<file path="src/rtl/hammu_pkg.sv">
// Shared constants and types for the hammu_ip power engine.
// Optional feature macro: HAMMU_OVF_EN (sticky overflow flag in DONE bit1).
package hammu_pkg;

  localparam int X_W = 8;
  localparam int A_W = 4;
  localparam int P_W = 15;

  // Word indices, compared against address bits [4:2]
  localparam logic [2:0] OFF_X     = 3'd0;
  localparam logic [2:0] OFF_A     = 3'd1;
  localparam logic [2:0] OFF_START = 3'd2;
  localparam logic [2:0] OFF_P     = 3'd3;
  localparam logic [2:0] OFF_DONE  = 3'd4;

  typedef enum logic [1:0] {IDLE, CALC, FIN} state_e;

endpackage

</file>
<file path="src/rtl/hammu_core.sv">
// Iterative X^A mod 2^15 engine, one multiply per clock.
// Optional feature macro: HAMMU_OVF_EN adds the sticky ovf output.
module hammu_core
  import hammu_pkg::*;
(
  input  logic           clk,
  input  logic           rst,
  input  logic           start,
  input  logic [X_W-1:0] x,
  input  logic [A_W-1:0] a,
  output logic [P_W-1:0] p,
  output logic           done,
  output logic           busy
`ifdef HAMMU_OVF_EN
  ,
  output logic           ovf
`endif
);

  state_e             state_q, state_d;
  logic [X_W-1:0]     base_q, base_d;
  logic [A_W-1:0]     cnt_q, cnt_d;
  logic [P_W-1:0]     acc_q, acc_d, p_q, p_d;
  logic               done_q, done_d;
  logic [P_W+X_W-1:0] prod;

  assign prod = {{X_W{1'b0}}, acc_q} * {{P_W{1'b0}}, base_q};

  always_comb begin
    state_d = state_q;
    base_d  = base_q;
    cnt_d   = cnt_q;
    acc_d   = acc_q;
    p_d     = p_q;
    done_d  = done_q;
    case (state_q)
      IDLE: if (start) begin
        base_d  = x;
        cnt_d   = a;
        acc_d   = P_W'(1);
        done_d  = 1'b0;
        state_d = CALC;
      end
      CALC: if (cnt_q == '0) begin
        // Result and done are published on the edge that enters FIN
        p_d     = acc_q;
        done_d  = 1'b1;
        state_d = FIN;
      end else begin
        acc_d = prod[P_W-1:0];
        cnt_d = cnt_q - A_W'(1);
      end
      FIN:     state_d = IDLE;
      default: state_d = IDLE;
    endcase
  end

  always_ff @(posedge clk) begin
    if (rst) begin
      state_q <= IDLE;
      base_q  <= '0;
      cnt_q   <= '0;
      acc_q   <= '0;
      p_q     <= '0;
      done_q  <= 1'b0;
    end else begin
      state_q <= state_d;
      base_q  <= base_d;
      cnt_q   <= cnt_d;
      acc_q   <= acc_d;
      p_q     <= p_d;
      done_q  <= done_d;
    end
  end

  assign p    = p_q;
  assign done = done_q;
  assign busy = (state_q != IDLE);

`ifdef HAMMU_OVF_EN
  logic ovf_q, ovf_d;

  always_comb begin
    ovf_d = ovf_q;
    if (state_q == IDLE && start)
      ovf_d = 1'b0;
    else if (state_q == CALC && cnt_q != '0 && (|prod[P_W+X_W-1:P_W]))
      ovf_d = 1'b1;
  end

  always_ff @(posedge clk) begin
    if (rst) ovf_q <= 1'b0;
    else     ovf_q <= ovf_d;
  end

  assign ovf = ovf_q;
`else
  logic unused_prod_hi;
  assign unused_prod_hi = ^prod[P_W+X_W-1:P_W];
`endif

endmodule

</file>
<file path="src/rtl/hammu_ip.sv">
// AXI4-Lite register front end for the hammu_core power engine.
// Optional feature macro: HAMMU_OVF_EN (DONE bit1 = sticky overflow).
module hammu_ip
  import hammu_pkg::*;
(
  input  logic        S_AXI_ACLK,
  input  logic        S_AXI_ARESET,
  input  logic [31:0] S_AXI_AWADDR,
  input  logic        S_AXI_AWVALID,
  output logic        S_AXI_AWREADY,
  input  logic [31:0] S_AXI_WDATA,
  input  logic [3:0]  S_AXI_WSTRB,
  input  logic        S_AXI_WVALID,
  output logic        S_AXI_WREADY,
  output logic        S_AXI_BVALID,
  input  logic        S_AXI_BREADY,
  output logic [1:0]  S_AXI_BRESP,
  input  logic [31:0] S_AXI_ARADDR,
  input  logic        S_AXI_ARVALID,
  output logic        S_AXI_ARREADY,
  output logic [31:0] S_AXI_RDATA,
  output logic        S_AXI_RVALID,
  input  logic        S_AXI_RREADY,
  output logic [1:0]  S_AXI_RRESP
);

  logic           wrdy_q, bvalid_q, arready_q, rvalid_q, start_q;
  logic [31:0]    rdata_q, rdata_d;
  logic [X_W-1:0] x_q;
  logic [A_W-1:0] a_q;
  logic [P_W-1:0] p;
  logic           done, busy, wr_en, rd_en;
`ifdef HAMMU_OVF_EN
  logic           ovf;
`endif

  assign wr_en = wrdy_q && S_AXI_AWVALID && S_AXI_WVALID;
  assign rd_en = arready_q && S_AXI_ARVALID;

  always_comb begin
    rdata_d = '0;
    case (S_AXI_ARADDR[4:2])
      OFF_X:     rdata_d[X_W-1:0] = x_q;
      OFF_A:     rdata_d[A_W-1:0] = a_q;
      OFF_START: rdata_d[0]       = busy | start_q;
      OFF_P:     rdata_d[P_W-1:0] = p;
      OFF_DONE: begin
        rdata_d[0] = done;
`ifdef HAMMU_OVF_EN
        rdata_d[1] = ovf;
`endif
      end
      default: ;
    endcase
  end

  always_ff @(posedge S_AXI_ACLK) begin
    if (S_AXI_ARESET) begin
      wrdy_q    <= 1'b0;
      bvalid_q  <= 1'b0;
      arready_q <= 1'b0;
      rvalid_q  <= 1'b0;
      rdata_q   <= '0;
      start_q   <= 1'b0;
      x_q       <= '0;
      a_q       <= '0;
    end else begin
      start_q   <= 1'b0;
      wrdy_q    <= !wrdy_q && S_AXI_AWVALID && S_AXI_WVALID && !bvalid_q;
      arready_q <= !arready_q && S_AXI_ARVALID && !rvalid_q;

      if (wr_en) begin
        bvalid_q <= 1'b1;
        if (S_AXI_WSTRB[0]) begin
          case (S_AXI_AWADDR[4:2])
            OFF_X:     x_q <= S_AXI_WDATA[X_W-1:0];
            OFF_A:     a_q <= S_AXI_WDATA[A_W-1:0];
            OFF_START: start_q <= S_AXI_WDATA[0] && !busy && !start_q;
            default: ;
          endcase
        end
      end else if (bvalid_q && S_AXI_BREADY) begin
        bvalid_q <= 1'b0;
      end

      if (rd_en) begin
        rvalid_q <= 1'b1;
        rdata_q  <= rdata_d;
      end else if (rvalid_q && S_AXI_RREADY) begin
        rvalid_q <= 1'b0;
      end
    end
  end

  hammu_core u_core (
    .clk   (S_AXI_ACLK),
    .rst   (S_AXI_ARESET),
    .start (start_q),
    .x     (x_q),
    .a     (a_q),
    .p     (p),
    .done  (done),
    .busy  (busy)
`ifdef HAMMU_OVF_EN
    ,
    .ovf   (ovf)
`endif
  );

  assign S_AXI_AWREADY = wrdy_q;
  assign S_AXI_WREADY  = wrdy_q;
  assign S_AXI_BVALID  = bvalid_q;
  assign S_AXI_BRESP   = 2'b00;
  assign S_AXI_ARREADY = arready_q;
  assign S_AXI_RVALID  = rvalid_q;
  assign S_AXI_RDATA   = rdata_q;
  assign S_AXI_RRESP   = 2'b00;

  logic unused_bits;
  assign unused_bits = ^{S_AXI_AWADDR[31:5], S_AXI_AWADDR[1:0],
                         S_AXI_ARADDR[31:5], S_AXI_ARADDR[1:0],
                         S_AXI_WDATA[31:X_W], S_AXI_WSTRB[3:1]};

endmodule

</file>
<file path="config.mk">
export PLATFORM = sky130hd
export DESIGN_NAME = hammu_ip
export DESIGN_NICKNAME = d
export VERILOG_FILES = /design/src/rtl/hammu_pkg.sv /design/src/rtl/hammu_core.sv /design/src/rtl/hammu_ip.sv
export SDC_FILE = /design/constraint.sdc
export NUM_CORES = 1
export LEC_CHECK = 0
export CAP_MARGIN = 10
export CORE_MARGIN = 3
export CORE_UTILIZATION = 35
export CTS_CLUSTER_SIZE = 14
export DETAILED_ROUTE_END_ITERATION = 12
export HOLD_SLACK_MARGIN = 0.02
export PLACE_DENSITY_LB_ADDON = 0.2
export SETUP_SLACK_MARGIN = 0.1
export SYNTH_ARGS = -nofsm -noshare
export SYNTH_HDL_FRONTEND = slang
export SYNTH_SLANG_ARGS = --single-unit
</file>
<file path="constraint.sdc">
create_clock -name S_AXI_ACLK -period 5.1 [get_ports S_AXI_ACLK]
set_input_delay 1.53 -clock S_AXI_ACLK [delete_from_list [all_inputs] [get_ports S_AXI_ACLK]]
set_output_delay 1.53 -clock S_AXI_ACLK [all_outputs]
set_load 0.01 [all_outputs]
</file>
[After elaboration in Yosys (flattened, before gate mapping)]
Cells that the tools add are included.
W data, S select, Z words.
Operators by class
  add/sub/neg operators: 1
  reductions and logical operators: 34
  bitwise operators: 4
  multiply operators: 1
  mux-type cells: 20
  eq/ne operators: 10
Operators by type and width (count)
  $mux W15: 2
  $pmux W15 S2: 1
  $pmux W4 S2: 2
  $mul A15 B8 Y15: 1
  $logic_and A1 B1 Y1: 12
  $reduce_and A3 Y1: 4
  $eq A3 B2 Y1 const B: 3
  $pmux W3 S3: 1
  $mux W4: 2
  $reduce_bool A2 Y1: 4
  $mux W7: 1
  $eq A3 B1 Y1 const B: 2
  $logic_not A1 Y1: 6
  $logic_not A3 Y1: 2
  $mux W1: 6
  $reduce_and A2 Y1: 3
  $pmux W1 S5: 1
  $logic_not A4 Y1: 1
  $mux W2: 2
  $ne A2 B2 Y1 const B: 2
  $pmux W2 S2: 1
  $reduce_or A4 Y1: 1
  $sub A4 B1 Y4 const B: 1
  $eq A3 B3 Y1 const B: 1
  other kinds (6): 8
Word-level totals
  bits of input ports: 107
  flip-flop bits (word level): 77
  word-level logic and storage cells: 84
  output and inout port bits: 41

[Logic depth before layout (Yosys ltp)]
Gate-level depths: netlist of run 1.
  depth in word-level cells: 4
  mapped depth: 18
  depth with buffers taken out: 17

[Hierarchy]
From an unflattened synthesis of run 1, not the netlist that was laid out.
Second synthesis, totals
  cells, all modules: 673
  area total of the unflattened synthesis: 5621.6 um^2
By module, submodules not included
  hammu_core: area an instance 4196.5 um^2, cells each 507, times used 1, seq. area each 900.9 um^2
  hammu_ip: area an instance 1425.1 um^2, cells each 166, times used 1, seq. area each 640.6 um^2

[Least setup slack after synthesis of run 1]
Ideal clock, no wire load.
  path type: register -> register
  start: register u_core.base_q[5]
  end: register u_core.acc_q[14]
  arrival time: 4.141 ns
  buffers on the path: 1
  library setup time: 0.117 ns
  period minus slack after synthesis: 4.258 ns
  slack: 0.842 ns
  required time: 4.983 ns
  stages on the path, launching flop included: 18
  cells stage by stage: dfxtp_1 > clkbuf_1 > nand2_1 > fa_1 > fa_1 > inv_1 > fa_1 > inv_1 > fa_1 > inv_1 > ha_1 > o21ai_0 > a21oi_1 > o21ai_1 > o21bai_1 > o31a_1 > xnor2_1 > a22o_1
Between the ends
  longest elaborated chain between the ends: 3
Ends and longest elaborated chain
  from (decl): line hammu_core.sv:21  | logic [X_W-1:0] base_q, base_d;
  from (signal assigned): line hammu_core.sv:68  | base_q <= base_d;
  $mul A15 B8 Y15: line hammu_core.sv:27  | assign prod = {{X_W{1'b0}}, acc_q} * {{P_W{1'b0}}, base_q};
  $mux W15: line hammu_core.sv:44  | CALC: if (cnt_q == '0) begin
  $pmux W15 S2: line hammu_core.sv:36  | case (state_q)
  to (signal assigned): line hammu_core.sv:63  | acc_q <= '0;
  to (signal assigned): line hammu_core.sv:70  | acc_q <= acc_d;
  to (decl): line hammu_core.sv:23  | logic [P_W-1:0] acc_q, acc_d, p_q, p_d;
Every way passes these cells. The select of a mux whose other input is x is not followed.
A chain may end at the register's enable or synchronous reset.

[Worst setup path in the final report of run 1]
  start: register u_core.acc_q[1]
  end: register u_core.acc_q[14]
Between the ends
  longest elaborated chain between the ends: 3
Ends and longest elaborated chain (line)
  $mul A15 B8 Y15: hammu_core.sv:27
  $mux W15: hammu_core.sv:44
  $pmux W15 S2: hammu_core.sv:36
Every way passes these cells. The select of a mux whose other input is x is not followed.

==> summary by stage, run 1 <==
STA
On the final layout, the worst clock skew is 5.84 ps. The relative slew slack is 50.0%. In the finished design, the share of the clock period the worst path needs comes to 90.1%. The setup TNS is 0 ps.

The transition at the pin with the smallest max-transition slack is 748 ps. Once routing completed, OpenROAD measured the worst setup slack at 505 ps. Setup violations remaining at the end of the flow were counted as 0. Setup repair after global routing left no endpoint under its margin. The routed design could run at a clock period as short as 4590 ps. The max-slew violation count came to 0. The final number of hold-violating endpoints came to 0. The achievable frequency is 218 MHz.

Yosys
The number of flops mapped to enable cells by yosys is 0. The cell with the most instances after synthesis is nand2_1. Counting flops with an async set or reset pin after synthesis yields a share of 0%.

Synthesis instantiated 48 different standard cells from the library. Of the total synthesized cell area, the portion taken by XOR and XNOR cells is 3.43%. In the synthesized netlist, the cells that appear most often are nand2_1 (92), dfxtp_1 (77), inv_1 (73), and2_1 (62), fa_1 (54).

The area of the mapped netlist is 5620 sq um. The multiplexer area fraction after synthesis is 2.85%. Dividing the synthesized area by the synthesized cell count gives 8.55 sq um. Yosys attributes the largest share of cell area to dfxtp_1 (27%), fa_1 (19%), and2_1 (6.9%). The dominant combinational cell family by area after synthesis is adder cells. The arithmetic-cell share of the synthesized area counting full adders, half adders and majority gates is 24.6%. During synthesis, Yosys emitted a total of 0 warnings.

Summing the areas of all compound-gate instances in the mapped netlist gives 10.5% of the synthesized area. The largest area contributor in the synthesized netlist is dfxtp_1. The top cell type by area accounts for 27.5% of the synthesized area. Of the synthesized area, sequential elements account for 27.5%. The most common flop cell mapped by yosys is dfxtp_1. The number of storage elements in the synthesis netlist is 77. The simple-gate share of the synthesized area is 21.2%. Synthesis produced a netlist whose cell count is 657.

Hold path
The path with the worst hold slack has its endpoint at u_core.p[13]. The class of the worst hold path is reg -> reg. The worst hold path passes through 2 cells. In this run the most critical hold path is launched from u_core.p[13].

Floorplanning
The floorplan step set the die width to 133 um. The placement row count is 45. The die area is 17600 sq um.

During I/O placement, the number of pins put on the boundary was 148. From bottom edge to top edge, the die measures 133 um. The initial utilization of the core area, before any placement, comes to 36.4%.

The core region area is 15400 sq um.

CTS
Gates resized during post-CTS repair numbered 0. The clock input transition at the sequential cells of the worst setup and hold paths is 60 ps. The number of CTS-inserted buffers is 9. The clock passes through at most 2 buffers. The later pin in the worst-skew pair is clocked with a latency of 330 ps. The root cell of the clock tree is clkbuf_16.

The setup fix buffers added after clock tree synthesis is 0. The clock drives 77 sinks. The total of hold buffers inserted after clock tree synthesis is 0.

The clock tree synthesis step divided the H-tree into 3 levels. The clock tree from TritonCTS is done.

Routing
Dividing the detail-routed via count by the number of cells gives 4.76. The average wire per standard cell is 15.0 um. In the routed design, unresolved DRC markers number 0. The routed layout has 4318 vias. For this block, the routed nets add up to 13700 um of wire.

In this run, the number of DRC markers left after iteration 0 of detailed routing was 160. The number of detailed-routing iterations run before antenna repair is 6. The final antenna-violating net count is 0.

Cells and area
The diode insertion count for antenna repair is 0. The area growth from synthesis to layout is 15.8%. The fraction of final layout cells sized beyond drive strength 1 is 6.03%. Registers take 1540 sq um. For this run, the post-layout net count is 879. The number of fill cells in the layout is 1585. The footprint of the multi-input gates is 3590 sq um.

Power and ir drop
The total leakage power is 2.75 nW. Dividing total power by cell area gives a power density of 202 nW/um^2. The peak supply drop is 0.000205 V.

Critical path
The worst endpoint data arrival time is 4810 ps. The library cell contributing the largest single delay on the critical path is dfxtp_1. Data on the critical path is required at its endpoint by 5320 ps.

The cell repeated most along the worst path is fa_1. The endpoint of the worst-slack reg-to-reg timing path is u_core.acc_q[14]. The critical path in this run is classified as reg -> reg.

The startpoint type of the worst setup path is a flop. The startpoint identified for the worst register-to-register timing path is u_core.acc_q[1]. The maximum fanout count along the critical path is 10.

In this design, the stage delay of the slowest critical-path cell is 610 ps. The signal on the critical path passes through nand2_1 > fa_1 > fa_1 > inv_1 > fa_1 > inv_1 > fa_1 > inv_1 > ha_1 > o21ai_0 > a21oi_1 > o21ai_1 > o21bai_1 > o31a_1 > xnor2_1 > a22o_1. The register-to-register path setup slack is 510 ps.

Counting cells, the worst reg-to-reg path comes to 16. The worst setup path is captured at a flop.

Global route
The first global-routing pass estimated 23200 um of wire. Summed over all layers, the global routing overflow is 0. The number of antenna violations at the first check in global routing was 0. The via count of the first global-routing pass is 4569.

The global routing usage summed across all routing layers is 16.1%. Entering global routing, the biggest net connects 40 pins.

Place
The pre-CTS setup slack is 510 ps. The global placement routability congestion is 0.847. The count of buffers added on input and output ports is 41.

The detailed-placement wirelength estimate is 10400 um.

Job
The tool flagged a number of max-cap violations equal to 0.

Run status
The run finished with clean final reports.
==> flip-flops by register name (all words and copies together) (netlist names) <==
signal	count
u_core.done	1
u_core.state_q	2
S_AXI_AWREADY	1
u_core.base_q	8
a_q	4
S_AXI_RVALID	1
u_core.p	15
S_AXI_BVALID	1
u_core.cnt_q	4
u_core.acc_q	15
x_q	8
S_AXI_RDATA	15
start_q	1
S_AXI_ARREADY	1
==> how the worst max path moves through the flow <==
stage	start	end	slack, ps	cells after the start
2_1_floorplan	u_core.base_q[5]	u_core.acc_q[14]	840	17
3_3_place_gp	u_core.acc_q[1]	u_core.acc_q[14]	490	16
3_5_place_dp	u_core.acc_q[1]	u_core.acc_q[14]	510	16
4_1_cts	u_core.acc_q[1]	u_core.acc_q[14]	480	16
5_1_grt	u_core.acc_q[1]	u_core.acc_q[14]	200	16
6_report	u_core.acc_q[1]	u_core.acc_q[14]	510	16
==> area by class of cell <==
type | count | area share (%)
clock buffers | 9 | 3.46
well taps | 211 | 4.06
clock inverters | 5 | 1.19
inverters | 73 | 4.21
repair buffers | 57 | 8.08
flip-flops and latches | 77 | 23.7
multi-input cells | 476 | 55.3
==> critical path, delay by kind of cell, from the launching register on <==
kind                     cells  cell delay [ps]
flip-flops                   1              610
adder cells (fa/ha/maj)      5             2460
AO/OA/AOI/OAI                6              960
XOR/XNOR                     1              130
AND/OR/NAND/NOR              1              140
buffers and inverters        3              160
==> logic make-up after synthesis <==
family | Yosys count
AO/OA/AOI/OAI | 96
XOR/XNOR | 22
adder cells (fa/ha/maj) | 78
buffers and inverters | 124
flip-flops | 77
multiplexers | 16
other | 1
AND/OR/NAND/NOR | 243
==> layout by cell type, fill, tap and decap left out, drive strengths merged, types with 3 or more instances in the layout <==
| cell type | n |
|---|---|
| nor3 | 4 |
| xor2 | 6 |
| o21ai | 12 |
| xnor2 | 16 |
| ha | 24 |
| nand2 | 93 |
| a21o | 4 |
| inv | 73 |
| conb | 21 |
| mux2i | 16 |
| clkdlybuf4s50 | 40 |
| fa | 54 |
| nand2b | 4 |
| a22oi | 11 |
| nand3 | 13 |
| and2 | 68 |
| a222oi | 4 |
| buf | 17 |
| a22o | 3 |
| dfxtp | 77 |
| nor2 | 49 |
| clkbuf | 9 |
| a21oi | 47 |
==> per-layer routing <==
layer / vias up / share of wire (%) / wire, um / track usage, %
li1: 2119 / - / - / -
met1: 2072 / 47 / 6480 / 22.2
met2: 102 / 46 / 6270 / 26.2
met3: 25 / 4.1 / 565 / 2.24
met4: 0 / 2.5 / 339 / 5.08
met5: - / 0 / 0 / 0
==> metrics by stage <==
step / power, mW / hold WS (ps) / utilization, % / instance area (sq um) / std cells
after CTS: 1.33 / 459 / 42.1 / 6500 / 908
after global placement: 0.666 / 440 / 40.2 / 6200 / 894
after floorplan: 0.653 / 436 / - / 5690 / 677
final: 1.31 / 456 / 42.1 / 6500 / 908
after global routing: 1.35 / 471 / 42.1 / 6500 / 908
after detailed placement: 0.666 / 450 / 40.2 / 6200 / 894
==> where the power goes <==
group	switching (mW)	internal [mW]
combinational	0.0286	0.0199
clock	0.240	0.421
sequential	0.00139	0.603
total	0.270	1.04
No activity file was read; power rests on OpenSTA's default activity.
==> inputs of run 2 (changes only) <==
--- a/config.mk
+++ b/config.mk
@@ -5,7 +5,7 @@
 export SDC_FILE = /design/constraint.sdc
 export NUM_CORES = 1
 export LEC_CHECK = 0
-export CAP_MARGIN = 10
+export CAP_MARGIN = 40
 export CORE_MARGIN = 3
 export CORE_UTILIZATION = 35
 export CTS_CLUSTER_SIZE = 14
==> results of run 2 <==
No change in the layout: final DEF, timing and power equal those of run 1.
==> inputs of run 3 (changes only) <==
--- a/config.mk
+++ b/config.mk
@@ -6,7 +6,7 @@
 export NUM_CORES = 1
 export LEC_CHECK = 0
 export CAP_MARGIN = 40
-export CORE_MARGIN = 3
+export CORE_MARGIN = 5
 export CORE_UTILIZATION = 35
 export CTS_CLUSTER_SIZE = 14
 export DETAILED_ROUTE_END_ITERATION = 12
==> run 3 against run 2 <==
Sequential cell count stayed put. Critical path depth stayed put. Utilization is 0.83 points lower. Critical endpoint unchanged. Largest power group unchanged. Highest routed layer unchanged.
==> summary by stage, run 3 (synthesis gave the netlist of run 1 again) <==
Global route
The global-route wire length before repair came to 23100 um (was 23200 um). The leftover overflow at the end of global routing is 0 (unchanged). The met1 global-route usage is 21.3% (was 22.2%). The global routing usage summed across all routing layers is 15.7% (was 16.1%). The number of antenna violations at the first check in global routing is 0 (unchanged). The met2 track demand over resource in global routing is 26.4% (was 26.2%).

The via count of the first global-routing pass is 4656 (was 4569). The pin count of the biggest net entering global routing is 41 (was 40). The routing usage on met3 is 3.13% (was 2.24%). The busiest metal layer after global routing is met2 (unchanged).

Floorplanning
The chip height is 137 um (was 133 um). The core region area is 15800 sq um (was 15400 sq um). The number of top-level design ports is 148 (unchanged). The die extent in x is 137 um (was 133 um). The initial standard-cell utilization of the core is 35.5% (was 36.4%). The placement row count is 46 (was 45). The die area is 18700 sq um (was 17600 sq um).

Power and ir drop
The proportion of power drawn by flip-flops and latches is 44.0% (was 46.0%). The total leakage power is 2.77 nW (was 2.75 nW). The power per cell area is 210 nW/um^2 (was 202 nW/um^2).

The power consumption is 1.37 mW (was 1.31 mW). The switching share of total power is 19.0% (was 20.5%). The peak supply drop was 0.000238 V (was 0.000205 V). The share of total power in the clock network is 52.5% (was 50.3%). The part of the power in combinational logic is 3.5% (was 3.7%).

The net load switching power is 261 uW (was 270 uW). The internal power contribution is 1.11 mW (was 1.04 mW).

Cells and area
The net count of the finished layout is 878 (was 879). The area growth from synthesis to layout came to 16.4% (was 15.8%). The number of fill cells in the layout is 1586 (was 1585). Highest-count cells in the layout ignoring fill and taps: nand2_1 (92), dfxtp_1 (77), inv_1 (73), and2_1 (62), fa_1 (54) (unchanged). The leading cell type in the layout, fill and taps excluded is nand2_1 (unchanged).

The cell area after layout came to 6540 sq um (was 6500 sq um). The diode insertion count for antenna repair came to 0 (unchanged). The fraction of final layout cells sized beyond drive strength 1 is 5.87% (was 6.03%).

Routing
The first-iteration detailed-routing DRC count is 164 (was 160). The total number of vias is 4363 (was 4318). The via-per-instance ratio was 4.77 (was 4.76). The number of detailed-routing iterations run before antenna repair is 5 (was 6). The routed wire length is 13800 um (was 13700 um). The average wire per standard cell is 15.1 um (was 15.0 um). The final antenna-violating net count is 0 (unchanged). The remaining design rule violation count was 0 (unchanged).

Hold path
The class of the worst hold path is reg -> reg (unchanged).

STA
The setup TNS was 0 ps (unchanged). The achievable frequency was 215 MHz (was 218 MHz). The final critical path time including I/O delays and setup came to 4640 ps (was 4590 ps).

The transition at the pin with the smallest max-transition slack came to 704 ps (was 748 ps). The final setup violation count is 0 (unchanged). RSZ-0062 raised after global routing: no (unchanged). The max-slew violation count is 0 (unchanged). The final number of hold-violating endpoints is 0 (unchanged).

The smallest setup slack after layout is 460 ps (was 505 ps). The share of the clock period used by the worst path after layout came to 91.0% (was 90.1%). The final setup skew is 5.34 ps (was 5.84 ps). The relative slew slack was 52.6% (was 50.0%).

CTS
The root cell of the clock tree is clkbuf_16 (unchanged). The total of hold buffers inserted after clock tree synthesis is 0 (unchanged). The number of CTS-inserted buffers is 9 (unchanged). The setup fix buffers added after clock tree synthesis is 0 (unchanged). The number of H-tree levels is 3 (unchanged). The clock tree from TritonCTS is done (unchanged). The clock sink total is 77 (unchanged). The post-cts sizing count is 0 (unchanged). The buffer levels on the longest clock path was 2 (unchanged). The later-pin clock latency in the skew report was 330 ps (about the same). The clock input transition at the sequential cells of the worst setup and hold paths came to 60 ps (about the same).

Critical path
The type of destination of the critical path is a flop (unchanged). The startpoint-to-endpoint class of the critical path is reg -> reg (unchanged). The maximum fanout count along the critical path is 14 (was 10). The startpoint type of the worst setup path is a flop (unchanged).

The worst endpoint data arrival time is 4860 ps (was 4810 ps). The required time at the worst-slack endpoint is 5320 ps (about the same).

Place
The pre-CTS setup slack was 473 ps (was 510 ps). The total cell area at the placement stage is 6200 sq um (about the same). The global placement routability congestion is 0.784 (was 0.847). The number of port buffers came to 41 (unchanged).

The detailed-placement wirelength estimate was 10700 um (was 10400 um).

Job
The count of maximum capacitance violations is 0 (unchanged).

Run status
Result of the run: complete, no violations (unchanged).
[run 3: cell types whose count changed in the layout (fill, tap and decap cells not counted), sizes merged]
cell,before,now
bufinv,2,3
clkinv,2,1
buf,17,16
clkbuf,9,12
clkinvlp,1,0
[run 3: power by group through the flow]
stage               registers [mW]  clock network (mW)  logic [mW]
detailed placement           0.618                   0      0.0482
CTS                          0.604               0.739      0.0483
floorplan                    0.618                   0      0.0347
finish                       0.604               0.721      0.0488
global placement             0.618                   0      0.0479
global route                 0.604               0.768      0.0532
[run 3: cell type report]
cell class / instances / area, sq um / area share (%)
multi-input cells: 476 / 3590 / 55.0
inverters: 73 / 274 / 4.19
flip-flops and latches: 77 / 1540 / 23.6
clock inverters: 4 / 95.1 / 1.45
well taps: 216 / 270 / 4.13
repair buffers: 56 / 518 / 7.92
clock buffers: 12 / 246 / 3.77
[run 3: path summary, 6_finish.rpt]
check	from	end	slack (ps)	cells after the start
max	u_core.base_q[2]	u_core.acc_q[14]	460	16
max reg2reg	u_core.base_q[2]	u_core.acc_q[14]	460	16
min reg2reg	S_AXI_RVALID	S_AXI_ARREADY	450	1
min	S_AXI_RVALID	S_AXI_ARREADY	450	1
[run 3: through the flow]
step | utilization [%] | hold slack, ps | cells
floorplan | - | 436 | 677
global placement | 39.2 | 441 | 898
detailed placement | 39.2 | 444 | 898
CTS | 41.3 | 464 | 914
global route | 41.3 | 475 | 914
finish | 41.3 | 454 | 914
[run 3: per-layer routing]
layer  share of wire [%]  up-vias
met4                0.71        0
met1                  48     2148
met3                 3.5       11
met2                  48       78
met5                   0        -
li1                    -     2126
[run 3: critical path, stage by stage (launching register included)]
cell and delay [ps]:
dfxtp_1 700, nand2_1 140, fa_1 480, fa_1 490
inv_1 50, fa_1 530, inv_1 60, fa_1 540
inv_1 40, ha_1 340, o21ai_0 160, a21oi_1 80
o21ai_1 150, o21bai_1 130, o31a_1 280, xnor2_1 130
a22o_1 190
